File: src/rtl/mem_access_stage_pkg.sv
// Shared definitions for the MIPS memory-access stage.
//   - opcode constants for the load/store instructions
//   - data bus size encodings
//   - bus-transaction FSM state enum
//   - decode helpers mapping an opcode to access size and signedness
package mem_access_stage_pkg;

  localparam logic [5:0] OP_LB  = 6'h20;
  localparam logic [5:0] OP_LH  = 6'h21;
  localparam logic [5:0] OP_LW  = 6'h23;
  localparam logic [5:0] OP_LBU = 6'h24;
  localparam logic [5:0] OP_LHU = 6'h25;
  localparam logic [5:0] OP_SB  = 6'h28;
  localparam logic [5:0] OP_SH  = 6'h29;
  localparam logic [5:0] OP_SW  = 6'h2B;

  localparam logic [1:0] SIZE_BYTE = 2'd0;
  localparam logic [1:0] SIZE_HALF = 2'd1;
  localparam logic [1:0] SIZE_WORD = 2'd2;

  typedef enum logic [2:0] {
    ST_IDLE,
    ST_ADDR,
    ST_DATA,
    ST_DONE,
    ST_DRAIN
  } mem_state_e;

  // Anything that is not a recognised byte/half opcode is a word access.
  function automatic logic [1:0] op_size(input logic [5:0] op);
    logic [1:0] sz;
    case (op)
      OP_LB, OP_LBU, OP_SB: sz = SIZE_BYTE;
      OP_LH, OP_LHU, OP_SH: sz = SIZE_HALF;
      default:              sz = SIZE_WORD;
    endcase
    return sz;
  endfunction

  function automatic logic op_signed(input logic [5:0] op);
    return (op == OP_LB) || (op == OP_LH);
  endfunction

endpackage

File: src/rtl/mem_load_align.sv
// Load lane select and extension (purely combinational).
// Ports:
//   rdata      in  32  raw bus read data
//   addr_lo    in  2   byte offset of the load address
//   opcode     in  6   load opcode (size and sign)
//   load_data  out 32  lane-aligned, sign/zero-extended result
module mem_load_align
  import mem_access_stage_pkg::*;
(
  input  logic [31:0] rdata,
  input  logic [1:0]  addr_lo,
  input  logic [5:0]  opcode,
  output logic [31:0] load_data
);

  logic [31:0] lane;
  logic [1:0]  size;
  logic        sgn;

  always_comb begin
    size = op_size(opcode);
    sgn  = op_signed(opcode);
    lane = rdata >> {addr_lo, 3'b000};
    case (size)
      SIZE_BYTE: load_data = {{24{sgn & lane[7]}}, lane[7:0]};
      SIZE_HALF: load_data = {{16{sgn & lane[15]}}, lane[15:0]};
      default:   load_data = rdata;
    endcase
  end

endmodule

File: src/rtl/mem_access_stage.sv
// MIPS memory-access stage control: decodes the registered M-stage load/store,
// drives a single-outstanding req/addr_ok/data_ok data bus, returns aligned and
// extended load data, flags address errors and requests pipeline stalls.
// Optional feature macro: MEM_PERF_CNT_EN (adds perf_access_cnt/perf_stall_cnt).
// Ports:
//   clk, rst (async, active-low)
//   flushM, stallM, mem_readM, mem_writeM, aluoutM, rt_valueM, instrM : M-stage inputs
//   data_req/wr/size/addr/wstrb/wdata, data_addr_ok/data_ok/rdata     : data bus
//   load_dataM, mem_stallM, adelM, adesM, badvaddrM                    : results
//
// state    | meaning
// IDLE     | no transaction; request issued combinationally when access valid
// ADDR     | request pending, waiting for addr_ok; bus fields held from issue
// DATA     | address accepted, waiting for data_ok
// DONE     | response captured while pipeline stalled elsewhere; no request
// DRAIN    | instruction flushed with transaction in flight; discard response
module mem_access_stage
  import mem_access_stage_pkg::*;
#(
  parameter int ADDR_W = 32,
  parameter int DATA_W = 32
) (
  input  logic              clk,
  input  logic              rst,
  input  logic              flushM,
  input  logic              stallM,
  input  logic              mem_readM,
  input  logic              mem_writeM,
  input  logic [ADDR_W-1:0] aluoutM,
  input  logic [DATA_W-1:0] rt_valueM,
  input  logic [31:0]       instrM,
  output logic              data_req,
  output logic              data_wr,
  output logic [1:0]        data_size,
  output logic [ADDR_W-1:0] data_addr,
  output logic [3:0]        data_wstrb,
  output logic [DATA_W-1:0] data_wdata,
  input  logic              data_addr_ok,
  input  logic              data_data_ok,
  input  logic [DATA_W-1:0] data_rdata,
  output logic [DATA_W-1:0] load_dataM,
  output logic              mem_stallM,
  output logic              adelM,
  output logic              adesM,
`ifdef MEM_PERF_CNT_EN
  output logic [31:0]       perf_access_cnt,
  output logic [31:0]       perf_stall_cnt,
`endif
  output logic [ADDR_W-1:0] badvaddrM
);

  mem_state_e state_q, state_d;

  // Bus fields captured at issue so the request stays stable in ADDR and the
  // response is aligned with the issuing instruction's offset and opcode.
  logic [ADDR_W-1:0] req_addr_q, req_addr_d;
  logic [1:0]        req_size_q, req_size_d;
  logic              req_wr_q, req_wr_d;
  logic [3:0]        req_wstrb_q, req_wstrb_d;
  logic [DATA_W-1:0] req_wdata_q, req_wdata_d;
  logic [5:0]        req_op_q, req_op_d;
  logic [DATA_W-1:0] done_q, done_d;

  logic [5:0]        opcode;
  logic [1:0]        cur_size;
  logic [3:0]        cur_wstrb;
  logic [DATA_W-1:0] cur_wdata;
  logic              misalign;
  logic              access_valid;
  logic [DATA_W-1:0] align_in;
  logic [DATA_W-1:0] aligned;
  logic              unused_instr;

  assign unused_instr = ^instrM[25:0];
  assign opcode       = instrM[31:26];

  always_comb begin
    cur_size = op_size(opcode);
    misalign = ((cur_size == SIZE_HALF) && aluoutM[0]) ||
               ((cur_size == SIZE_WORD) && (aluoutM[1:0] != 2'b00));
    adelM        = mem_readM & misalign;
    adesM        = mem_writeM & misalign;
    badvaddrM    = (adelM | adesM) ? aluoutM : '0;
    access_valid = (mem_readM | mem_writeM) & ~adelM & ~adesM & ~flushM;

    cur_wstrb = 4'b0000;
    cur_wdata = rt_valueM;
    case (cur_size)
      SIZE_BYTE: begin
        if (mem_writeM) cur_wstrb = 4'b0001 << aluoutM[1:0];
        cur_wdata = {4{rt_valueM[7:0]}};
      end
      SIZE_HALF: begin
        if (mem_writeM) cur_wstrb = aluoutM[1] ? 4'b1100 : 4'b0011;
        cur_wdata = {2{rt_valueM[15:0]}};
      end
      default: begin
        if (mem_writeM) cur_wstrb = 4'b1111;
      end
    endcase
  end

  always_comb begin
    if (state_q == ST_ADDR) begin
      data_req   = 1'b1;
      data_wr    = req_wr_q;
      data_size  = req_size_q;
      data_addr  = req_addr_q;
      data_wstrb = req_wstrb_q;
      data_wdata = req_wdata_q;
    end else begin
      data_req   = (state_q == ST_IDLE) & access_valid;
      data_wr    = mem_writeM;
      data_size  = cur_size;
      data_addr  = aluoutM;
      data_wstrb = cur_wstrb;
      data_wdata = cur_wdata;
    end

    mem_stallM = ((state_q == ST_IDLE) & access_valid) |
                 (state_q == ST_ADDR) |
                 ((state_q == ST_DATA) & ~data_data_ok) |
                 (state_q == ST_DRAIN);
  end

  always_comb begin
    state_d     = state_q;
    req_addr_d  = req_addr_q;
    req_size_d  = req_size_q;
    req_wr_d    = req_wr_q;
    req_wstrb_d = req_wstrb_q;
    req_wdata_d = req_wdata_q;
    req_op_d    = req_op_q;
    done_d      = done_q;

    case (state_q)
      ST_IDLE: begin
        if (access_valid) begin
          req_addr_d  = aluoutM;
          req_size_d  = cur_size;
          req_wr_d    = mem_writeM;
          req_wstrb_d = cur_wstrb;
          req_wdata_d = cur_wdata;
          req_op_d    = opcode;
          state_d     = data_addr_ok ? ST_DATA : ST_ADDR;
        end
      end
      ST_ADDR: begin
        if (data_addr_ok) state_d = flushM ? ST_DRAIN : ST_DATA;
        else if (flushM)  state_d = ST_IDLE;
      end
      ST_DATA: begin
        if (data_data_ok) begin
          if (!flushM && stallM) begin
            done_d  = data_rdata;
            state_d = ST_DONE;
          end else begin
            state_d = ST_IDLE;
          end
        end else if (flushM) begin
          state_d = ST_DRAIN;
        end
      end
      ST_DONE: begin
        if (!stallM || flushM) state_d = ST_IDLE;
      end
      ST_DRAIN: begin
        if (data_data_ok) state_d = ST_IDLE;
      end
      default: state_d = ST_IDLE;
    endcase
  end

  always_ff @(posedge clk or negedge rst) begin
    if (!rst) begin
      state_q     <= ST_IDLE;
      req_addr_q  <= '0;
      req_size_q  <= SIZE_WORD;
      req_wr_q    <= 1'b0;
      req_wstrb_q <= 4'b0000;
      req_wdata_q <= '0;
      req_op_q    <= '0;
      done_q      <= '0;
    end else begin
      state_q     <= state_d;
      req_addr_q  <= req_addr_d;
      req_size_q  <= req_size_d;
      req_wr_q    <= req_wr_d;
      req_wstrb_q <= req_wstrb_d;
      req_wdata_q <= req_wdata_d;
      req_op_q    <= req_op_d;
      done_q      <= done_d;
    end
  end

  assign align_in = (state_q == ST_DONE) ? done_q : data_rdata;

  mem_load_align u_align (
    .rdata     (align_in),
    .addr_lo   (req_addr_q[1:0]),
    .opcode    (req_op_q),
    .load_data (aligned)
  );

  assign load_dataM = ((state_q == ST_DATA) || (state_q == ST_DONE)) ? aligned : '0;

`ifdef MEM_PERF_CNT_EN
  logic [31:0] perf_access_q, perf_access_d;
  logic [31:0] perf_stall_q, perf_stall_d;

  always_comb begin
    perf_access_d = perf_access_q;
    perf_stall_d  = perf_stall_q;
    if (data_req && data_addr_ok && (state_q != ST_DRAIN)) perf_access_d = perf_access_q + 32'd1;
    if (mem_stallM) perf_stall_d = perf_stall_q + 32'd1;
  end

  always_ff @(posedge clk or negedge rst) begin
    if (!rst) begin
      perf_access_q <= '0;
      perf_stall_q  <= '0;
    end else begin
      perf_access_q <= perf_access_d;
      perf_stall_q  <= perf_stall_d;
    end
  end

  assign perf_access_cnt = perf_access_q;
  assign perf_stall_cnt  = perf_stall_q;
`endif

endmodule

File: config.mk
export PLATFORM = sky130hd
export DESIGN_NAME = mem_access_stage
export DESIGN_NICKNAME = d
export VERILOG_FILES = /design/src/rtl/mem_access_stage_pkg.sv /design/src/rtl/mem_load_align.sv /design/src/rtl/mem_access_stage.sv
export SDC_FILE = /design/constraint.sdc
export NUM_CORES = 1
export LEC_CHECK = 0
export ABC_AREA = 1
export CORE_MARGIN = 2
export CORE_UTILIZATION = 45
export CTS_CLUSTER_DIAMETER = 30
export DETAILED_ROUTE_END_ITERATION = 8
export HOLD_SLACK_MARGIN = 0.05
export PLACE_DENSITY = 0.83
export SYNTH_ARGS = -nofsm -noshare
export SYNTH_HDL_FRONTEND = slang
export SYNTH_SLANG_ARGS = --single-unit
File: constraint.sdc
create_clock -name clk -period 2.5 [get_ports clk]
set_clock_uncertainty 0.1 [all_clocks]
set_input_delay 0.375 -clock clk [delete_from_list [all_inputs] [get_ports clk]]
set_output_delay 0.375 -clock clk [all_outputs]
set_load 0.05 [all_outputs]
==> results.py, run 1 <==
metrics = {
    "cts": {
        "htree_levels": 3,
        "clk_path_buf_depth": 2,
        "numCtsBuffers": 9,
        "root_buffer": "clkbuf_16",
        "cts_tree": "yes",
        "clock_latency_ns": 0.36,
        "clock_sinks": 112,
        "clk_pin_slew_ns": 0.08,
    },
    "finish": {
        "layout.nets": 1487,
        "multi_input_area_mm2": 0.00430,
        "synthToLayoutAreaGrowth_pct": 81.7,
        "regArea_mm2": 0.00280,
        "drive_above_1_share": 0.369,
        "design_area_mm2": 0.0130,
        "n_fill_cell": 829,
    },
    "worst_setup_path": {
        "cp_max_fo": 7,
        "worstSetupPathType": "reg2out",
        "critPathTopFamily": "buffers and inverters",
        "end_kind": "primary output",
        "r2r-start": "state_q[0]$_DFFE_PN0P_",
        "crit-reg2reg-capture": "req_addr_q[16]$_DFFE_PN0P_",
        "ff2ff_setup_slack_ns": 0.46,
        "crit_required_ns": 2.03,
        "cp_slowest_stage_delay_ns": 0.40,
        "crit_slowest_cell": "dfrtp_1",
        "reg2reg_depth": 9,
        "worst_ep_arrival_time_ns": 2.18,
        "critical_path.cell_chain": "buf_6, nand3_4, buf_12, buf_6, o21ai_4, nor2_1, nor2_1, nand2_1, nand3_2, nand2_2, inv_2, buf_12",
        "critPathLaunchType": "flop",
        "startpoint": "state_q[0]$_DFFE_PN0P_",
        "worst-path-buf-inv": 5,
    },
    "logic_synthesis": {
        "synthMuxAreaShare": 0.0237,
        "seq_area_frac_synth": 0.393,
        "syn_area_mm2": 0.00714,
        "ys_seq_elements": 112,
        "synth_cell_types": 34,
        "synth-compound-area-share": 0.181,
        "synth_top_family_by_area": "simple AND/OR/NAND/NOR gates",
        "syn_nets": 1199,
        "synthAdderAreaFrac": 0,
        "synth_simple_gate_area_share": 0.283,
        "synth_warnings": 0,
        "avgSynthCellArea_um2": 6.72,
        "synth_xor_area_frac": 0,
        "synth_top_area_frac": 0.389,
        "synth_cells": 1063,
        "yosysTopAreaCell": "dfrtp_1",
        "synth_area_leaders": "dfrtp_1 39%, nand2_1 15%, o21ai_0 8.3%",
    },
    "route": {
        "routed_wl_um": 33200,
        "drtAntennaViolNets": 0,
        "via_per_inst": 5.77,
        "drc": 0,
        "vias": 9064,
        "firstDrtPassIters": 8,
        "drt_iter0_drc": 966,
        "post_drt_wl_per_cell_um": 21.1,
    },
    "floorplan": {
        "die_w_um": 130,
        "dieHeight_um": 130,
        "io_pins": 275,
        "rows": 46,
        "die-area_mm2": 0.0169,
        "initial_utilization": 0.454,
        "core-area_mm2": 0.0157,
    },
    "sta": {
        "rsz0062_at_grt": "true",
        "fmax_mhz": 376,
        "finalWorstSetupSlack_ns": -0.157,
        "post-route-min-period_ns": 2.66,
        "finalHoldViolCount": 0,
        "slew_violations": 0,
        "whs_ns": 0.299,
        "maxSlewHeadroom": 0.632,
        "worst_pin_slew_ns": 0.553,
        "final-setup-viol-count": 52,
        "final.period_utilization": 1.06,
    },
    "global_routing": {
        "grt_pass1_wl_um": 45200,
        "grt_max_degree": 72,
        "antenna_found_initial": 0,
        "grt_pass1_vias": 8493,
        "grt_remaining_overflow": 0,
        "grt.total_usage": 0.348,
    },
    "placement": {
        "gp_congestion": 0.942,
        "port-buffer-count": 248,
        "hpwl_um": 19100,
        "dpl_cell_area_mm2": 0.0115,
        "post-place-ws_ns": -0.287,
    },
    "min_path": {
        "hold_path_depth": 3,
        "worstHoldStart": "instrM[27]",
        "worst_hold_path.endpoint": "req_op_q[1]$_DFFE_PN0P_",
        "holdCritPathClass": "in2reg",
    },
    "power": {
        "leakagePower_nw": 6.14,
        "peakVddDrop_mv": 0.985,
        "power_per_cell_area_mw_per_mm2": 1230,
        "total_power_w": 0.0159,
    },
    "outcome": {
        "status": "finished, violations left",
        "violations": "negative setup slack",
    },
    "run": {
        "maxCapViolCount": 0,
    },
}
## power breakdown
group	switching, W	total [W]	leakage, nW	internal, W
Clock	0.000753	0.00143	0.124	0.000678
Sequential	0.000569	0.00320	1.40	0.00264
Combinational	0.00666	0.0113	4.62	0.00462
Total	0.00798	0.0159	6.14	0.00793
## how the worst max path moves through the flow
stage,cells past startpoint,slack (ns),endpoint
3_3_place_gp,12,-0.21,badvaddrM[8]
2_1_floorplan,9,-0.21,badvaddrM[10]
6_report,12,-0.16,load_dataM[12]
4_1_cts,11,-0.1,load_dataM[8]
5_1_grt,10,-0.26,load_dataM[4]
3_5_place_dp,12,-0.29,badvaddrM[8]
## Yosys cell counts
library cell and n:
o31ai_1 1, dfrtp_1 111, mux2_2 15, buf_6 8
a21boi_0 1, nor3_1 4, nand4_1 5, nand2_1 288
o21ai_2 1, nor2_1 121, buf_4 3, o21ai_0 118
buf_1 4, buf_2 24, o21ai_1 33, a31oi_1 17
nand3_1 42, o21bai_1 1, nand3_4 1, nand3_2 3
clkinv_1 1, or2_1 1, or2_2 1, o211ai_1 7
dfstp_2 1, nor2_4 4, inv_1 123, nand2_2 15
o21a_1 1, nor2_2 2, nand2_4 1, inv_2 12
clkbuf_1 25, a21oi_1 68
## stage by stage
stage / TNS, ns / util / instances
after floorplan: -6.43 / - / 1063
after global placement: -5.07 / 0.729 / 1518
after detailed placement: -7.13 / 0.729 / 1518
after CTS: -1.33 / 0.784 / 1555
after global routing: -6.51 / 0.825 / 1571
final: -3.01 / 0.825 / 1572
## registers in the layout, summed over array words and instances, names as in the netlist
name and cells:
done_q 32, req_addr_q 32, req_wdata_q 32, req_size_q 2, req_op_q 6, state_q 3
req_wr_q 1, req_wstrb_q 4
## area by class of cell
cell class	instances	area share
inverter	136	0.0397
tap	216	0.0208
antenna	1	0.000193
timing repair buffer	338	0.371
clock buffer	9	0.0174
sequential	112	0.216
multi-input combinational	754	0.332
clock inverter	6	0.00347
## cells by family after synthesis
group,Yosys count
flops,112
mux,15
simple gates,488
compound gates,248
buf+inv,200
## worst register-to-register path, cell delays in order, from the launching register on
cell and delay, ns:
dfrtp_1 0.42, buf_6 0.14, buf_4 0.18, nor3_2 0.15
inv_1 0.12, nor2_4 0.16, inv_2 0.08, buf_4 0.25
nand2_1 0.17, o21ai_1 0.14
## per-layer routing
metal | wire (um) | track usage | share of wire
met1 | 11700 | 0.420 | 0.35
met2 | 16200 | 0.593 | 0.49
met3 | 3270 | 0.0877 | 0.099
met4 | 1970 | 0.149 | 0.059
met5 | 0 | 0 | 0
## cells in the final DEF, fill, tap and decap left out, drive strengths merged
cell	instances
dlygate4sd2	8
nor3	4
nand2	305
nor2	127
a31oi	17
o21ai	152
o21a	1
dfstp	1
a21oi	68
clkinvlp	3
clkinv	2
diode	1
o21bai	1
inv	137
dfrtp	111
clkdlybuf4s50	100
dlygate4sd3	1
clkbuf	12
o211ai	7
nand4	5
or2	2
a21boi	1
mux2	15
nand3	48
o31ai	1
buf	226
## repair_timing
item | 4_1_cts | 5_1_grt
cloned | 8 | 4
hold endpoints to repair | 111 | 0
hold buffers | 1 | 0
setup buffers | 13 | 12
gates resized for setup | 142 | 140
endpoints found under the setup margin | 132 | 104
pin swaps | 18 | 12
No activity file was read; power rests on OpenSTA's default activity.
==> inputs of run 2 (changes only) <==
Settings changed: CTS_CLUSTER_SIZE from default to 30, RECOVER_POWER from default to 50.
==> run 2 against run 1 <==
The flow finishes with violations (max-capacitance violations, max-slew violations, negative setup slack). Global-route usage stayed put. Maximum frequency is 0.24% lower. Die area stayed put. Power hardly changed. Critical path depth stayed put. Non-clock buffer count stayed put. Largest cell class unchanged. Combinational power hardly changed. Worst hold slack worse by 0.0031 ns. Highest routed layer unchanged.
==> results.py, run 2 (synthesis gave the netlist of run 1 again) <==
metrics = {
    "outcome": {
        "status": "finished, violations left",
        "violations": "max-capacitance violations, max-slew violations, negative setup slack",
    },
    "sta": {
        "rsz0062_at_grt": "true",
        "slew_violations": 72,
        "maxSlewHeadroom": -0.100,
        "final-setup-viol-count": 41,
        "tns_ns": -2.92,
        "worst_pin_slew_ns": 1.65,
        "final.period_utilization": 1.07,
        "post-route-min-period_ns": 2.66,
        "fmax_mhz": 375,
        "finalWorstSetupSlack_ns": -0.163,
        "finalHoldViolCount": 0,
    },
    "worst_setup_path": {
        "end_kind": "primary output",
        "critPathLaunchType": "flop",
        "crit_slowest_cell": "dfrtp_1",
        "crit_required_ns": 2.03,
        "critPathTopFamily": "buffers and inverters",
        "worst-path-buf-inv": 5,
        "worstSetupPathType": "reg2out",
        "cp_max_fo": 7,
        "critical_path.cell_chain": "buf_6, nand3_4, buf_12, buf_6, o21ai_4, nor2_1, nor2_1, nand2_1, nand3_2, nand2_2, inv_2, buf_12",
        "worst_ep_arrival_time_ns": 2.19,
        "cp_slowest_stage_delay_ns": 0.40,
    },
    "floorplan": {
        "core-area_mm2": 0.0157,
        "initial_utilization": 0.454,
        "die-area_mm2": 0.0169,
        "io_pins": 275,
        "dieHeight_um": 130,
        "die_w_um": 130,
        "rows": 46,
    },
    "cts": {
        "clk_path_buf_depth": 2,
        "htree_levels": 3,
        "cts_tree": "yes",
        "clock_sinks": 112,
        "root_buffer": "clkbuf_16",
        "clk_pin_slew_ns": 0.08,
        "numCtsBuffers": 9,
        "clock_latency_ns": 0.36,
    },
    "global_routing": {
        "grt_pass1_wl_um": 45200,
        "grt_max_degree": 72,
        "antenna_found_initial": 0,
        "grt.total_usage": 0.348,
        "grt_pass1_vias": 8493,
        "grt_remaining_overflow": 0,
    },
    "placement": {
        "gp_congestion": 0.942,
        "port-buffer-count": 248,
        "dpl_cell_area_mm2": 0.0115,
        "placedCellCount": 1518,
        "hpwl_um": 19100,
    },
    "power": {
        "total_power_w": 0.0159,
        "peakVddDrop_mv": 0.985,
        "power_per_cell_area_mw_per_mm2": 1230,
        "leakagePower_nw": 6.13,
    },
    "route": {
        "drtAntennaViolNets": 0,
        "routed_wl_um": 33300,
        "post_drt_wl_per_cell_um": 21.2,
        "drc": 0,
        "via_per_inst": 5.78,
        "drt_iter0_drc": 938,
        "firstDrtPassIters": 8,
        "vias": 9085,
    },
    "finish": {
        "design_area_mm2": 0.0129,
        "fin_util": 0.822,
        "final_cell_mix": "258 x nand2_1, 139 x buf_12, 111 x dfrtp_1",
        "fin_cells": 1572,
        "synthToLayoutAreaGrowth_pct": 80.9,
        "reg.largest.list": "done_q x32, req_addr_q x32, req_wdata_q x32",
        "layout.nets": 1487,
        "layout_commonest_cell": "nand2_1",
        "n_fill_cell": 836,
        "drive_above_1_share": 0.368,
    },
    "min_path": {
        "holdCritPathClass": "in2reg",
    },
    "run": {
        "maxCapViolCount": 1,
    },
}
-- run 2: cell count changes in the layout (fill, tap and decap cells not counted) --
cell      change
buf_2         +1
buf_4         -3
nor2_4        -1
clkbuf_2      +3
clkbuf_4      +2
nor2_1        +1
buf_12        -3
-- run 2: timing repair --
action / in CTS / in global routing
gates resized for setup: 142 / 140
endpoints found under the setup margin: 132 / 104
pin swaps: 18 / 12
buffers inserted: 13 / 12
endpoints found under the hold margin: 111 / 0
cloned: 8 / 4
hold buffers: 1 / 0
-- run 2: tightest hold or removal path: cells and delay by family --
family,cells,cell delay [ns]
AO/OA/AOI/OAI,1,0.07
AND/OR/NAND/NOR,1,0.07
buffers and inverters,1,0.21
-- run 2: path summary, 6_finish.rpt --
kind,start,cells past startpoint,end,slack [ns]
max in group asynchronous,rst,3,req_addr_q[26]$_DFFE_PN0P_,0.29
worst max register to register,state_q[0]$_DFFE_PN0P_,7,req_wdata_q[17]$_DFFE_PN0P_,0.01
worst min register to register,req_addr_q[27]$_DFFE_PN0P_,2,req_addr_q[27]$_DFFE_PN0P_,0.40
worst min-delay path,instrM[27],3,req_op_q[1]$_DFFE_PN0P_,0.30
min in group asynchronous,rst,3,req_wdata_q[20]$_DFFE_PN0P_,0.76
worst max-delay path,state_q[0]$_DFFE_PN0P_,12,load_dataM[12],-0.16
-- run 2: cell type report --
cell class	count	area [um^2]	area share
Timing Repair Buffer	338	4760	0.368
Clock buffer	9	225	0.0174
Sequential cell	112	2800	0.217
Clock inverter	6	45.0	0.00349
Inverter	136	515	0.0399
Multi-Input combinational cell	754	4290	0.332
Tap cell	216	270	0.0209
Antenna cell	1	2.50	0.000194
-- run 2: layer usage --
layer	global-route usage	up-vias	routed length, um
li1	-	3959	-
met1	0.420	4256	11900
met2	0.593	677	16200
met3	0.0877	193	3090
met4	0.149	0	2130
met5	0	-	0
-- run 2: where the power goes --
group          internal [W]  total (W)  switching [W]
combinational       0.00460     0.0113        0.00665
sequential          0.00264    0.00321       0.000575
clock              0.000677    0.00143       0.000753
-- run 2: per-stage QoR --
| step | setup WS (ns) | hold WS [ns] |
|---|---|---|
| after floorplan | -0.214 | -0.0206 |
| after global placement | -0.210 | 0.328 |
| after detailed placement | -0.287 | 0.325 |
| after CTS | -0.0992 | 0.290 |
| after global routing | -0.261 | 0.314 |
| final | -0.163 | 0.296 |
==> inputs of run 3 (changes only) <==
Settings changed: CORE_UTILIZATION 45 to 41, PLACE_DENSITY 0.83 to 0.8.
Clock period 2.5 ns to 2.3 ns, I/O delays scaled along.
==> run 3 against run 2 <==
The flow finishes with violations (negative setup slack). Combinational power is 31% higher. Sequential power grew 15%. Via count increased by 5.6%. Worst setup slack worse by 0.22 ns. Die area is 9.4% higher. Non-clock buffer count increased by 46. Flip-flop and latch count did not move. Wire length rose by 15%. Worst hold slack worse by 0.15 ns. Final area up 13%. Critical path depth increased by 2. Cell count grew 3.5%. Critical path type unchanged. Largest cell class is now multi-input combinational cells.
==> results.py, run 3 (synthesis gave the netlist of run 1 again) <==
metrics = {
    "worst_setup_path": {
        "ff2ff_setup_slack_ns": 0.10,
        "worst-path-buf-inv": 6,
        "critical_path.cell_chain": "inv_2, nand3_4, buf_12, buf_12, nand2_4, nand3_2, nand2_2, nor2_4, nand2_4, nand3_4, buf_16, nand2_4, inv_2, buf_12",
        "worstSetupPathType": "reg2out",
        "r2r-start": "state_q[1]$_DFFE_PN0P_",
        "crit_slowest_cell": "dfrtp_1",
        "end_kind": "primary output",
        "crit_required_ns": 1.86,
        "critPathLaunchType": "flop",
        "reg2reg_depth": 8,
        "worst_ep_arrival_time_ns": 2.24,
        "crit-reg2reg-capture": "req_addr_q[7]$_DFFE_PN0P_",
        "critPathTopFamily": "buffers and inverters",
        "cp_slowest_stage_delay_ns": 0.42,
        "cp_max_fo": 8,
    },
    "finish": {
        "fin_cells": 1627,
        "n_fill_cell": 819,
        "multi_input_area_mm2": 0.00541,
        "synthToLayoutAreaGrowth_pct": 104,
        "final_cell_mix": "215 x nand2_1, 125 x buf_12, 110 x dfrtp_1",
        "drive_above_1_share": 0.454,
        "layout.nets": 1531,
        "regArea_mm2": 0.00281,
        "reg.largest.list": "done_q x32, req_addr_q x32, req_wdata_q x32",
        "layout_commonest_cell": "nand2_1",
    },
    "sta": {
        "finalHoldViolCount": 0,
        "post-route-min-period_ns": 2.69,
        "rsz0062_at_grt": "true",
        "finalWorstSetupSlack_ns": -0.388,
        "fmax_mhz": 372,
        "tns_ns": -36.52,
        "maxSlewHeadroom": 0.386,
        "final-setup-viol-count": 149,
        "slew_violations": 0,
        "worst_pin_slew_ns": 0.921,
        "final.period_utilization": 1.17,
    },
    "cts": {
        "numCtsBuffers": 9,
        "clock_sinks": 112,
        "clk_pin_slew_ns": 0.09,
        "clk_path_buf_depth": 2,
        "clock_latency_ns": 0.37,
        "root_buffer": "clkbuf_16",
        "htree_levels": 3,
        "cts_tree": "yes",
    },
    "power": {
        "netSwitchingFraction": 0.503,
        "peakVddDrop_mv": 1.15,
        "net-switching-power_w": 0.0101,
        "p_seq_frac": 0.183,
        "p_comb_frac": 0.734,
        "p_int_w": 0.0100,
        "power_per_cell_area_mw_per_mm2": 1390,
        "leakagePower_nw": 6.71,
        "clkPwrFrac": 0.083,
    },
    "route": {
        "vias": 9598,
        "post_drt_wl_per_cell_um": 23.5,
        "via_per_inst": 5.90,
        "firstDrtPassIters": 5,
        "drc": 0,
        "drtAntennaViolNets": 0,
        "routed_wl_um": 38200,
        "drt_iter0_drc": 1027,
    },
    "placement": {
        "hpwl_um": 19500,
        "placedCellCount": 1545,
        "port-buffer-count": 248,
        "gp_congestion": 0.911,
    },
    "floorplan": {
        "io_pins": 275,
        "dieHeight_um": 136,
        "initial_utilization": 0.416,
        "core-area_mm2": 0.0172,
        "die_w_um": 136,
        "rows": 48,
        "die-area_mm2": 0.0185,
    },
    "global_routing": {
        "grt_remaining_overflow": 0,
        "grt_pass1_vias": 8951,
        "grt_max_degree": 57,
        "antenna_found_initial": 1,
        "grt.total_usage": 0.340,
        "grt_pass1_wl_um": 48400,
    },
    "outcome": {
        "status": "finished, violations left",
        "violations": "negative setup slack",
    },
    "run": {
        "maxCapViolCount": 0,
    },
    "min_path": {
        "holdCritPathClass": "in2reg",
        "worstHoldStart": "instrM[31]",
        "worst_hold_path.endpoint": "req_op_q[5]$_DFFE_PN0P_",
        "hold_path_depth": 3,
    },
}
[run 3: cell count changes in the layout (fill, tap and decap cells not counted), sizes merged]
cell | previous run | this run
clkinv | 2 | 1
buf | 221 | 268
diode | 1 | 2
clkinvlp | 3 | 2
inv | 137 | 140
clkdlybuf4s50 | 100 | 99
dlygate4sd2 | 8 | 2
dlygate4sd3 | 1 | 2
nand3 | 48 | 46
clkbuf | 17 | 22
[run 3: through the flow]
stage,utilization,total power (W),hold slack (ns),setup WS [ns],cell area [um^2]
after floorplan,-,0.00923,-0.0506,-0.273,7600
after global placement,0.679,0.0140,0.132,-0.400,11700
after detailed placement,0.679,0.0142,0.132,-0.436,11700
after CTS,0.782,0.0178,0.130,-0.285,13400
after global routing,0.847,0.0207,0.179,-0.472,14500
final,0.847,0.0201,0.150,-0.388,14500
[run 3: what timing repair did]
action	in CTS	in global routing
hold buffers	1	0
setup endpoints to repair	120	128
setup buffers	29	19
pin swaps	38	65
hold endpoints to repair	17	0
gates resized for setup	288	222
gates cloned	13	12
[run 3: worst max path at each step]
stage / from / endpoint / depth (start not counted)
global placement: instrM[31] / data_wdata[18] / 10
detailed placement: instrM[30] / data_wdata[20] / 11
CTS: state_q[1]$_DFFE_PN0P_ / load_dataM[25] / 13
global route: state_q[1]$_DFFE_PN0P_ / load_dataM[13] / 14
finish: state_q[2]$_DFFE_PN0P_ / load_dataM[29] / 14
floorplan: state_q[1]$_DFFE_PN0P_ / data_wdata[16] / 6
[run 3: tightest hold or removal path, cell delays in order]
cell and delay, ns:
buf_2 0.09, nand2_1 0.07, o21ai_0 0.07
[run 3: area by class of cell]
type | count | area share
Sequential cell | 112 | 0.193
Clock inverter | 7 | 0.00422
Clock buffer | 9 | 0.0155
Tap cell | 225 | 0.0194
Antenna cell | 2 | 0.000344
Inverter | 136 | 0.0359
Multi-Input combinational cell | 752 | 0.372
Timing Repair Buffer | 384 | 0.360
[run 3: power by group through the flow]
stage	clock [W]	combinational [W]	sequential [W]
6_report	0.00166	0.0148	0.00369
5_1_grt	0.00170	0.0153	0.00375
4_1_cts	0.00160	0.0128	0.00340
3_5_place_dp	0	0.0109	0.00333
3_3_place_gp	0	0.0107	0.00328
2_1_floorplan	0	0.00603	0.00320
[run 3: per-layer routing]
layer / routed length, um / GRT usage
met1: 13500 / 0.408
met2: 18500 / 0.590
met3: 3510 / 0.0679
met4: 2710 / 0.148
met5: 0 / 0
